[src/rtl/remote_comm_pkg.sv]
`default_nettype none
// ============================================================================
// Module   : remote_comm_pkg
// Purpose  : Shared types and constants for the remote_comm command sender.
// Revision : 1.0 - initial release
// ============================================================================
package remote_comm_pkg;

    typedef enum logic [1:0] {
        IDLE      = 2'd0,
        TX_HI     = 2'd1,
        TX_LO     = 2'd2,
        WAIT_RESP = 2'd3
    } state_t;

    localparam logic [7:0] RESP_DONE  = 8'hA5;
    localparam logic [7:0] RESP_PROG  = 8'h5A;
    localparam int         FRAME_BITS = 10;

endpackage
`default_nettype wire

[src/rtl/uart_trcv.sv]
`default_nettype none
// ============================================================================
// Module   : uart_trcv
// Purpose  : 8N1 UART transmitter and receiver sharing one bit period.
// Revision : 1.0 - initial release
// ============================================================================
module uart_trcv
    import remote_comm_pkg::*;
#(
    parameter int BAUD_DIV = 5208
) (
    input  logic       clk,
    input  logic       rst,
    input  logic       trmt,
    input  logic [7:0] tx_data,
    output logic       tx,
    output logic       tx_done,
    input  logic       rx,
    output logic [7:0] rx_data,
    output logic       rx_rdy
);

    localparam int                  c_cnt_w     = $clog2(BAUD_DIV);
    localparam logic [c_cnt_w-1:0] c_bit_last  = c_cnt_w'(BAUD_DIV - 1);
    localparam logic [c_cnt_w-1:0] c_half_last = c_cnt_w'(BAUD_DIV / 2 - 1);
    localparam logic [c_cnt_w-1:0] c_cnt_one   = c_cnt_w'(1);
    localparam logic [3:0]         c_stop_idx  = 4'(FRAME_BITS - 1);

    logic               r_tx;
    logic               r_tx_act;
    logic [c_cnt_w-1:0] r_tx_cnt;
    logic [3:0]         r_tx_bit;
    logic [7:0]         r_tx_shift;

    logic               r_rx_s1;
    logic               r_rx_s2;
    logic               r_rx_prev;
    logic               r_rx_act;
    logic [c_cnt_w-1:0] r_rx_cnt;
    logic [3:0]         r_rx_bit;
    logic [7:0]         r_rx_shift;
    logic [7:0]         r_rx_data;
    logic               r_rx_rdy;

    assign tx      = r_tx;
    assign tx_done = r_tx_act && (r_tx_bit == c_stop_idx) && (r_tx_cnt == c_bit_last);
    assign rx_data = r_rx_data;
    assign rx_rdy  = r_rx_rdy;

    // tx_data is captured at the end of the start bit, so the caller only
    // needs it stable from trmt until then; a trmt on the final stop-bit cycle
    // chains the next frame with no idle gap.
    always_ff @(posedge clk) begin
        if (rst) begin
            r_tx       <= 1'b1;
            r_tx_act   <= 1'b0;
            r_tx_cnt   <= '0;
            r_tx_bit   <= '0;
            r_tx_shift <= '0;
        end else if (trmt) begin
            r_tx     <= 1'b0;
            r_tx_act <= 1'b1;
            r_tx_cnt <= '0;
            r_tx_bit <= '0;
        end else if (r_tx_act) begin
            if (r_tx_cnt == c_bit_last) begin
                r_tx_cnt <= '0;
                r_tx_bit <= r_tx_bit + 4'd1;
                if (r_tx_bit == c_stop_idx) begin
                    r_tx     <= 1'b1;
                    r_tx_act <= 1'b0;
                end else if (r_tx_bit == 4'd0) begin
                    r_tx       <= tx_data[0];
                    r_tx_shift <= {1'b1, tx_data[7:1]};
                end else begin
                    r_tx       <= r_tx_shift[0];
                    r_tx_shift <= {1'b1, r_tx_shift[7:1]};
                end
            end else begin
                r_tx_cnt <= r_tx_cnt + c_cnt_one;
            end
        end
    end

    // A new start needs a synchronized 1->0 edge, so after a framing error
    // the receiver naturally waits for the line to return high.
    always_ff @(posedge clk) begin
        if (rst) begin
            r_rx_s1    <= 1'b1;
            r_rx_s2    <= 1'b1;
            r_rx_prev  <= 1'b1;
            r_rx_act   <= 1'b0;
            r_rx_cnt   <= '0;
            r_rx_bit   <= '0;
            r_rx_shift <= '0;
            r_rx_data  <= '0;
            r_rx_rdy   <= 1'b0;
        end else begin
            r_rx_s1   <= rx;
            r_rx_s2   <= r_rx_s1;
            r_rx_prev <= r_rx_s2;
            r_rx_rdy  <= 1'b0;
            if (!r_rx_act) begin
                if (r_rx_prev && !r_rx_s2) begin
                    r_rx_act <= 1'b1;
                    r_rx_cnt <= c_half_last;
                    r_rx_bit <= '0;
                end
            end else if (r_rx_cnt != '0) begin
                r_rx_cnt <= r_rx_cnt - c_cnt_one;
            end else begin
                r_rx_cnt <= c_bit_last;
                r_rx_bit <= r_rx_bit + 4'd1;
                if (r_rx_bit == 4'd0) begin
                    if (r_rx_s2) begin
                        r_rx_act <= 1'b0;
                    end
                end else if (r_rx_bit == c_stop_idx) begin
                    r_rx_act <= 1'b0;
                    if (r_rx_s2) begin
                        r_rx_data <= r_rx_shift;
                        r_rx_rdy  <= 1'b1;
                    end
                end else begin
                    r_rx_shift <= {r_rx_s2, r_rx_shift[7:1]};
                end
            end
        end
    end

endmodule
`default_nettype wire

[src/rtl/remote_comm.sv]
`default_nettype none
// ============================================================================
// Module   : remote_comm
// Purpose  : Sends a 16-bit command as two UART bytes and tracks the robot's
//            progress/done responses. Define REMOTE_COMM_TIMEOUT_EN to build
//            the response-wait timeout.
// Revision : 1.0 - initial release
// ============================================================================
module remote_comm
    import remote_comm_pkg::*;
#(
    parameter int BAUD_DIV    = 5208,
    parameter int TIMEOUT_CYC = 50_000_000
) (
    input  logic        clk,
    input  logic        rst,
    input  logic [15:0] cmd,
    input  logic        snd_cmd,
    output logic        TX,
    input  logic        RX,
    output logic        busy,
    output logic        cmd_snt,
    output logic [7:0]  resp,
    output logic        resp_rdy,
    output logic        timeout
);

    state_t      r_state;
    state_t      w_state_nxt;
    logic [15:0] r_cmd;
    logic        r_cmd_snt;
    logic        r_timeout;
    logic        w_trmt;
    logic [7:0]  w_tx_data;
    logic        w_tx_done;
    logic        w_rx_rdy;
    logic [7:0]  w_rx_data;
    logic        w_to_hit;
    logic        w_to_fire;

    // Out-of-range parameters leave this marker scope in the elaborated tree.
    if (BAUD_DIV < 8 || TIMEOUT_CYC < 2 || TIMEOUT_CYC > (1 << 26)) begin : g_param_range_illegal
    end

    assign w_tx_data = (r_state == TX_LO) ? r_cmd[7:0] : r_cmd[15:8];

    uart_trcv #(
        .BAUD_DIV (BAUD_DIV)
    ) u_uart (
        .clk     (clk),
        .rst     (rst),
        .trmt    (w_trmt),
        .tx_data (w_tx_data),
        .tx      (TX),
        .tx_done (w_tx_done),
        .rx      (RX),
        .rx_data (w_rx_data),
        .rx_rdy  (w_rx_rdy)
    );

`ifdef REMOTE_COMM_TIMEOUT_EN
    localparam logic [25:0] c_to_last = 26'(TIMEOUT_CYC - 1);
    logic [25:0] r_to_cnt;

    always_ff @(posedge clk) begin
        if (rst) begin
            r_to_cnt <= '0;
        end else if (r_state != WAIT_RESP || w_rx_rdy) begin
            r_to_cnt <= '0;
        end else begin
            r_to_cnt <= r_to_cnt + 26'd1;
        end
    end

    assign w_to_hit = (r_state == WAIT_RESP) && (r_to_cnt == c_to_last);
`else
    assign w_to_hit = 1'b0;
`endif

    // A byte reported in the WAIT_RESP entry cycle was sampled before the
    // command finished, so it is treated like a byte seen while idle.
    always_comb begin
        w_state_nxt = r_state;
        w_trmt      = 1'b0;
        w_to_fire   = 1'b0;
        case (r_state)
            IDLE: begin
                if (snd_cmd) begin
                    w_trmt      = 1'b1;
                    w_state_nxt = TX_HI;
                end
            end
            TX_HI: begin
                if (w_tx_done) begin
                    w_trmt      = 1'b1;
                    w_state_nxt = TX_LO;
                end
            end
            TX_LO: begin
                if (w_tx_done) begin
                    w_state_nxt = WAIT_RESP;
                end
            end
            WAIT_RESP: begin
                if (w_rx_rdy && !r_cmd_snt) begin
                    case (w_rx_data)
                        RESP_PROG: w_state_nxt = WAIT_RESP;
                        RESP_DONE: w_state_nxt = IDLE;
                        default:   w_state_nxt = IDLE;
                    endcase
                end else if (w_to_hit) begin
                    w_to_fire   = 1'b1;
                    w_state_nxt = IDLE;
                end
            end
            default: w_state_nxt = IDLE;
        endcase
    end

    always_ff @(posedge clk) begin
        if (rst) begin
            r_state   <= IDLE;
            r_cmd     <= '0;
            r_cmd_snt <= 1'b0;
            r_timeout <= 1'b0;
        end else begin
            r_state   <= w_state_nxt;
            r_cmd_snt <= (r_state == TX_LO) && w_tx_done;
            r_timeout <= w_to_fire;
            if (r_state == IDLE && snd_cmd) begin
                r_cmd <= cmd;
            end
        end
    end

    assign busy     = (r_state != IDLE);
    assign cmd_snt  = r_cmd_snt;
    assign timeout  = r_timeout;
    assign resp     = w_rx_data;
    assign resp_rdy = w_rx_rdy;

endmodule
`default_nettype wire

[config.mk]
export PLATFORM = sky130hd
export DESIGN_NAME = remote_comm
export DESIGN_NICKNAME = d
export VERILOG_FILES = /design/src/rtl/remote_comm_pkg.sv /design/src/rtl/uart_trcv.sv /design/src/rtl/remote_comm.sv
export SDC_FILE = /design/constraint.sdc
export NUM_CORES = 1
export LEC_CHECK = 0
export BUFFER_PORTS_ARGS = -buffer_cell sky130_fd_sc_hd__buf_2
export CORE_MARGIN = 10
export CORE_UTILIZATION = 53
export DETAILED_ROUTE_END_ITERATION = 10
export GPL_ROUTABILITY_DRIVEN = 0
export PLACE_DENSITY = 0.75
export SYNTH_ARGS = -nofsm -noshare
export SYNTH_HDL_FRONTEND = slang
export SYNTH_SLANG_ARGS = --single-unit
[constraint.sdc]
create_clock -name clk -period 2.39 [get_ports clk]
set_input_delay 0.3585 -clock clk [delete_from_list [all_inputs] [get_ports clk]]
set_output_delay 0.3585 -clock clk [all_outputs]
set_load 0.01 [all_outputs]
==> impl_metrics.yaml, run 1 <==
setup_path:
  worst_ep_arrival_time_ns: 2.53
  reg2reg_from: "u_uart.r_rx_cnt[7]"
  critical_path_required_ns: 2.67
  r2r_slack_ns: 0.14
  start_kind: "flop"
  r2r-end: "u_uart.r_rx_bit[3]"
  reg2reg_depth: 4
  path_class: "reg2reg"
  worst_setup_path_end_kind: "flop"
  critPathMaxFanout: 7
clocking:
  clock_path_buffers: 2
  clk_pin_slew_ns: 0.09
  post_cts_buffers: 0
  clock_sink_count: 84
  ctsHoldBuffers: 0
  cts_inserted_buffers: 9
  clkLatencyLatePin_ns: 0.36
  cts_tree: "built"
  h-tree-depth: 3
  clockRootBuffer: "clkbuf_8"
logic_synthesis:
  synthFlopType: "dfxtp_1"
  syn-num-nets: 493
  yosysWarnings: 0
  yosysUniqueCellTypes: 59
  synth_area_um2: 3935
  synth_most_common_cell: "dfxtp_1"
  syn-mean-instance-area_um2: 8.481
  synth_top_area_cell: "dfxtp_1"
  synth.area.top_cells: "dfxtp_1, nand2_1, mux2i_1"
  synth_edf_count: 0
  synth_cells: 464
  yosys.area.top_type_share: 0.4273
  ys_seq_area_frac: 0.4273
  synth.ff_latch_count: 84
  synth-async-reset-ratio: 0
  synth_commonest_cells: "dfxtp_1, nand2_1, a21oi_1"
sta:
  slew_viol_final: 0
  period_minus_slack_ns: 2.245
  final.setup.tns_ns: 0
  relSlewSlack: 0.5676
  hold_violations: 0
  rsz0062_at_grt: "false"
  finClkSkew_ns: 0.009368
  period_share: 0.9393
  tightest_slew_ns: 0.6463
  max_freq_ghz: 0.4454
  setup_viol: 0
layout:
  diodes: 0
  fin_nets: 526
  synthToLayoutAreaGrowth_pct: 13.70
  finalNonFillerCells: 601
  fin_area_um2: 4474
  layout-drive-gt1-share: 0.1673
  fill_cells: 633
hold_path:
  holdPathStages: 2
  hold_end: "u_uart.r_rx_s1"
  hold_start: "RX"
  hp-class: "in2reg"
power_and_ir_drop:
  p_total_w: 0.003053
  irDropWorstVdd_v: 0.0003184
  p_per_area_nw_per_um2: 682.3
  leakage_nw: 1.706
routing:
  drtAntennaViolNets: 0
  route.vias.total: 3439
  drt_iter0_markers: 218
  routed_via_density: 5.722
  routed_wl_mm: 8.554
  first_pass_iters: 5
  wl_per_cell_um: 14.23
  drc: 0
grt:
  grtUsageTotal: 0.1539
  grt_pass1_vias: 3289
  grt_start_max_net_pins: 49
  overflow: 0
  antenna_found_initial: 0
  grt_first_pass_wirelength_mm: 14.73
die:
  coreArea_um2: 7253
  initial_utilization: 0.5425
  fp.dieW_um: 106.2
  ioPinCount: 33
  die-area_um2: 11270
  dieHeight_um: 106.2
  rows: 31
placed_design:
  placed_area_um2: 4234
  dpl.hpwl_mm: 5.983
  io_buffer_count: 31
  placedCellCount: 585
outcome:
  outcome: "complete, no violations"
run:
  max_cap_violations: 0
==> where the power goes <==
part           internal [W]  switching [W]
logic              0.000177       0.000234
registers           0.00144      0.0000374
clock network      0.000628       0.000535
==> sequential cells by signal, summed over array words and instances (netlist names) <==
signal             count
cmd_snt                1
r_cmd                 16
r_state                2
u_uart.r_rx_act        1
u_uart.r_rx_bit        4
u_uart.r_rx_cnt       13
u_uart.r_rx_prev       1
u_uart.r_rx_s1         1
u_uart.r_rx_s2         1
u_uart.r_rx_shift      8
u_uart.r_tx_act        1
u_uart.r_tx_bit        4
u_uart.r_tx_cnt       13
u_uart.r_tx_shift      8
u_uart.rx_data         8
u_uart.rx_rdy          1
u_uart.tx              1
==> how the worst max path moves through the flow <==
stage                         endpoint  slack [ns]  cells after the start               start
finish              u_uart.r_rx_bit[3]        0.14                      4  u_uart.r_rx_cnt[7]
global route        u_uart.r_rx_bit[3]        0.07                      4  u_uart.r_rx_cnt[7]
CTS                 u_uart.r_rx_bit[3]        0.03                      6  u_uart.r_rx_cnt[1]
detailed placement  u_uart.r_rx_bit[3]      -0.006                      6  u_uart.r_rx_cnt[1]
global placement    u_uart.r_rx_bit[3]        0.06                      6  u_uart.r_rx_cnt[1]
floorplan           u_uart.r_rx_bit[3]        0.01                      7  u_uart.r_rx_cnt[0]
==> cell families after synthesis <==
family,share of synthesized area
AND/OR/NAND/NOR,0.2401
AO/OA/AOI/OAI,0.1695
flip-flops,0.4273
buffers and inverters,0.04452
multiplexers,0.06677
XOR/XNOR,0.02226
adder cells (fa/ha/maj),0.02862
other,0.0009530
==> critical path, cell delays in order (launching register included) <==
cell and delay, ns:
dfxtp_1 0.36, or4_4 0.60, or4_4 0.56, or4_1 0.48, a31oi_1 0.17
==> per-layer routing <==
metal | share of wire | global-route usage | vias to the layer above | wire [um]
li1 | - | - | 1718 | -
met1 | 0.46 | 0.1870 | 1608 | 3926
met2 | 0.46 | 0.2540 | 99 | 3941
met3 | 0.064 | 0.03684 | 14 | 551
met4 | 0.016 | 0.06673 | 0 | 135
met5 | 0 | 0 | - | 0
==> through the flow <==
| stage | hold slack (ns) | worst slack [ns] | util |
|---|---|---|---|
| floorplan | 0.3895 | 0.01319 | - |
| global placement | 0.3994 | 0.06152 | 0.5838 |
| detailed placement | 0.4011 | -0.005584 | 0.5838 |
| CTS | 0.1984 | 0.02599 | 0.6164 |
| global route | 0.2245 | 0.06683 | 0.6169 |
| finish | 0.2141 | 0.1450 | 0.6169 |
==> cell type report <==
class	instances	area (um2)	area share
multi-input cells	337	2086	0.4662
inverters	16	60.06	0.01342
clock inverters	6	95.09	0.02125
repair buffers	49	290.3	0.06488
clock buffers	10	137.6	0.03076
flip-flops and latches	84	1682	0.3758
well taps	99	123.9	0.02768
==> repair_timing <==
item / in CTS / in global routing
gates cloned: 0 / 0
resized for setup: 2 / 1
pin swaps: 0 / 1
setup endpoints to repair: 1 / 1
==> cells in the final DEF, fill, tap and decap left out, types with 4 or more instances in the layout <==
| master | synthesis | final |
|---|---|---|
| and3_1 | 4 | 4 |
| a31oi_1 | 4 | 4 |
| inv_1 | 16 | 15 |
| nand2b_1 | 5 | 5 |
| buf_2 | 2 | 31 |
| nor2_1 | 33 | 33 |
| nor3_1 | 10 | 10 |
| or3_1 | 4 | 4 |
| nand4_1 | 8 | 8 |
| o21ai_0 | 23 | 23 |
| nand2_1 | 69 | 69 |
| or2_2 | 6 | 6 |
| xnor2_1 | 4 | 4 |
| nor2b_1 | 5 | 5 |
| a21oi_1 | 43 | 43 |
| dfxtp_1 | 84 | 84 |
| ha_1 | 9 | 9 |
| clkbuf_8 | 0 | 10 |
| nor4bb_1 | 4 | 4 |
| buf_4 | 1 | 18 |
| a2111o_1 | 8 | 8 |
| xor2_1 | 6 | 6 |
| mux2i_1 | 24 | 24 |
| nand3_1 | 14 | 14 |
(Power assumes the default switching activity.)
==> run 2: changes to the inputs <==
- BUFFER_PORTS_ARGS: -buffer_cell sky130_fd_sc_hd__buf_2 -> default
- CORE_UTILIZATION: 53 -> 25
- DONT_BUFFER_PORTS: default -> 1
- PLACE_DENSITY: 0.75 -> default
==> run 2 against run 1 <==
Against the previous run:
- critical path type unchanged
- clock skew decreased by 0.0041 ns
- sequential power hardly changed
- die area rose by 88%
- setup slack lost 0.0083 ns
- sequential share of layout area fell by 0.45 points
- first-iteration DRC count up 20%
==> impl_metrics.yaml, run 2 (synthesis results as in run 1) <==
outcome:
  outcome: "complete, no violations"
die:
  ioPinCount: 33
  initial_utilization: 0.2569
  dieHeight_um: 145.5
  fp.dieW_um: 145.5
  rows: 45
  coreArea_um2: 15310
  die-area_um2: 21160
routing:
  wl_per_cell_um: 13.51
  routed_via_density: 4.827
  drt_iter0_markers: 262
  routed_wl_mm: 9.212
  route.vias.total: 3292
  drtAntennaViolNets: 0
  drc: 0
  first_pass_iters: 4
grt:
  grt_first_pass_wirelength_mm: 15.47
  grt_pass1_vias: 3137
  grt_start_max_net_pins: 51
  grtUsageTotal: 0.08649
  overflow: 0
  antenna_found_initial: 0
clocking:
  clk_pin_slew_ns: 0.06
  clock_sink_count: 84
  cts_tree: "built"
  cts_inserted_buffers: 9
  h-tree-depth: 3
  ctsHoldBuffers: 0
  clkLatencyLatePin_ns: 0.34
  clock_path_buffers: 2
  clockRootBuffer: "clkbuf_16"
  post_cts_buffers: 0
sta:
  post-route-worst-setup-slack_ns: 0.1367
  finClkSkew_ns: 0.005261
  setup_viol: 0
  slew_viol_final: 0
  tightest_slew_ns: 0.5964
  rsz0062_at_grt: "false"
  period_minus_slack_ns: 2.253
  period_share: 0.9428
  relSlewSlack: 0.6010
  max_freq_ghz: 0.4438
  hold_violations: 0
placed_design:
  dp_worst_setup_slack_ns: -0.01794
  io_buffer_count: 0
  dpl.hpwl_mm: 6.559
layout:
  fill_cells: 1626
  diodes: 0
  final_common_cell: "dfxtp_1"
  layout-drive-gt1-share: 0.1104
  fin_nets: 495
  synthToLayoutAreaGrowth_pct: 15.07
  regMostFlops: "r_cmd"
  largest_reg_flops: 16
  reg_top3: "r_cmd: 16 flops, u_uart.r_rx_cnt: 13 flops, u_uart.r_tx_cnt: 13 flops"
  final_util: 0.2957
  layout_common_cells: "dfxtp_1, nand2_1, a21oi_1"
power_and_ir_drop:
  irDropWorstVdd_v: 0.0004513
  leakage_nw: 1.595
  p_per_area_nw_per_um2: 723.3
setup_path:
  critPathMaxFanout: 7
  r2r_slack_ns: 0.14
  worst_ep_arrival_time_ns: 2.52
  worst_setup_path_end_kind: "flop"
  reg2reg_from: "u_uart.r_rx_cnt[7]"
  reg2reg_depth: 4
  path_class: "reg2reg"
  r2r-end: "u_uart.r_rx_bit[3]"
  start_kind: "flop"
  critical_path_required_ns: 2.65
hold_path:
  hold_start: "rst"
  hold_end: "u_uart.r_rx_cnt[10]"
  holdPathStages: 1
  hp-class: "in2reg"
run:
  max_cap_violations: 0
run 2: changes by cell type in the layout (fill, tap and decap cells not counted):
| cell | delta |
|---|---|
| buf_2 | -31 |
| clkbuf_8 | -10 |
| clkbuf_16 | +9 |
| clkbuf_1 | +1 |
| bufinv_16 | -1 |
| clkinvlp_4 | +1 |
run 2: worst max-delay path, stage by stage, from the launching register on:
cell	delay (ns)
dfxtp_1	0.35
or4_4	0.60
or4_4	0.57
or4_1	0.48
a31oi_1	0.18
run 2: per-stage QoR:
stage	setup TNS [ns]	cell area (um2)	total power (W)	hold slack [ns]	std cells
after floorplan	0	3935	0.001779	0.3895	464
after global placement	0	4219	0.001872	0.3931	666
after detailed placement	-0.01794	4219	0.001880	0.3980	666
after CTS	0	4524	0.003306	0.08605	682
after global routing	0	4528	0.003419	0.08975	682
final	0	4528	0.003275	0.1014	682
run 2: layout make-up:
type                    instances  area, um2  share of cell area
clock buffers                  10      229.0             0.05057
clock inverters                 6      72.57             0.01603
inverters                      16      60.06             0.01326
multi-input cells             337       2086              0.4606
flip-flops and latches         84       1682              0.3714
well taps                     211      264.0             0.05830
repair buffers                 18      135.1             0.02984
run 2: timing repair:
action                                  4_1_cts  5_1_grt
resized for setup                             2        1
endpoints found under the setup margin        1        1
gates cloned                                  0        0
pin swaps                                     0        0
run 2: worst max path at each step:
stage | from | slack [ns] | to
after floorplan | u_uart.r_rx_cnt[0] | 0.01 | u_uart.r_rx_bit[3]
after global placement | u_uart.r_rx_cnt[1] | 0.04 | u_uart.r_rx_bit[3]
after detailed placement | u_uart.r_rx_cnt[1] | -0.02 | u_uart.r_rx_bit[3]
after CTS | u_uart.r_rx_cnt[1] | 0.01 | u_uart.r_rx_bit[3]
after global routing | u_uart.r_rx_cnt[1] | 0.06 | u_uart.r_rx_bit[3]
final | u_uart.r_rx_cnt[7] | 0.14 | u_uart.r_rx_bit[3]
run 2: power breakdown:
part	switching (W)	total, W	internal, W
Combinational	0.000216	0.000379	0.000164
Clock	0.000593	0.00141	0.000821
Sequential	0.0000385	0.00148	0.00144
Total	0.000847	0.00328	0.00243
run 2: metal layers:
metal / track usage / vias up / share of wire
met4: 0.02781 / 0 / 0.0076
met1: 0.1035 / 1579 / 0.46
li1: - / 1658 / -
met5: 0 / - / 0
met3: 0.03353 / 6 / 0.052
met2: 0.1392 / 49 / 0.48
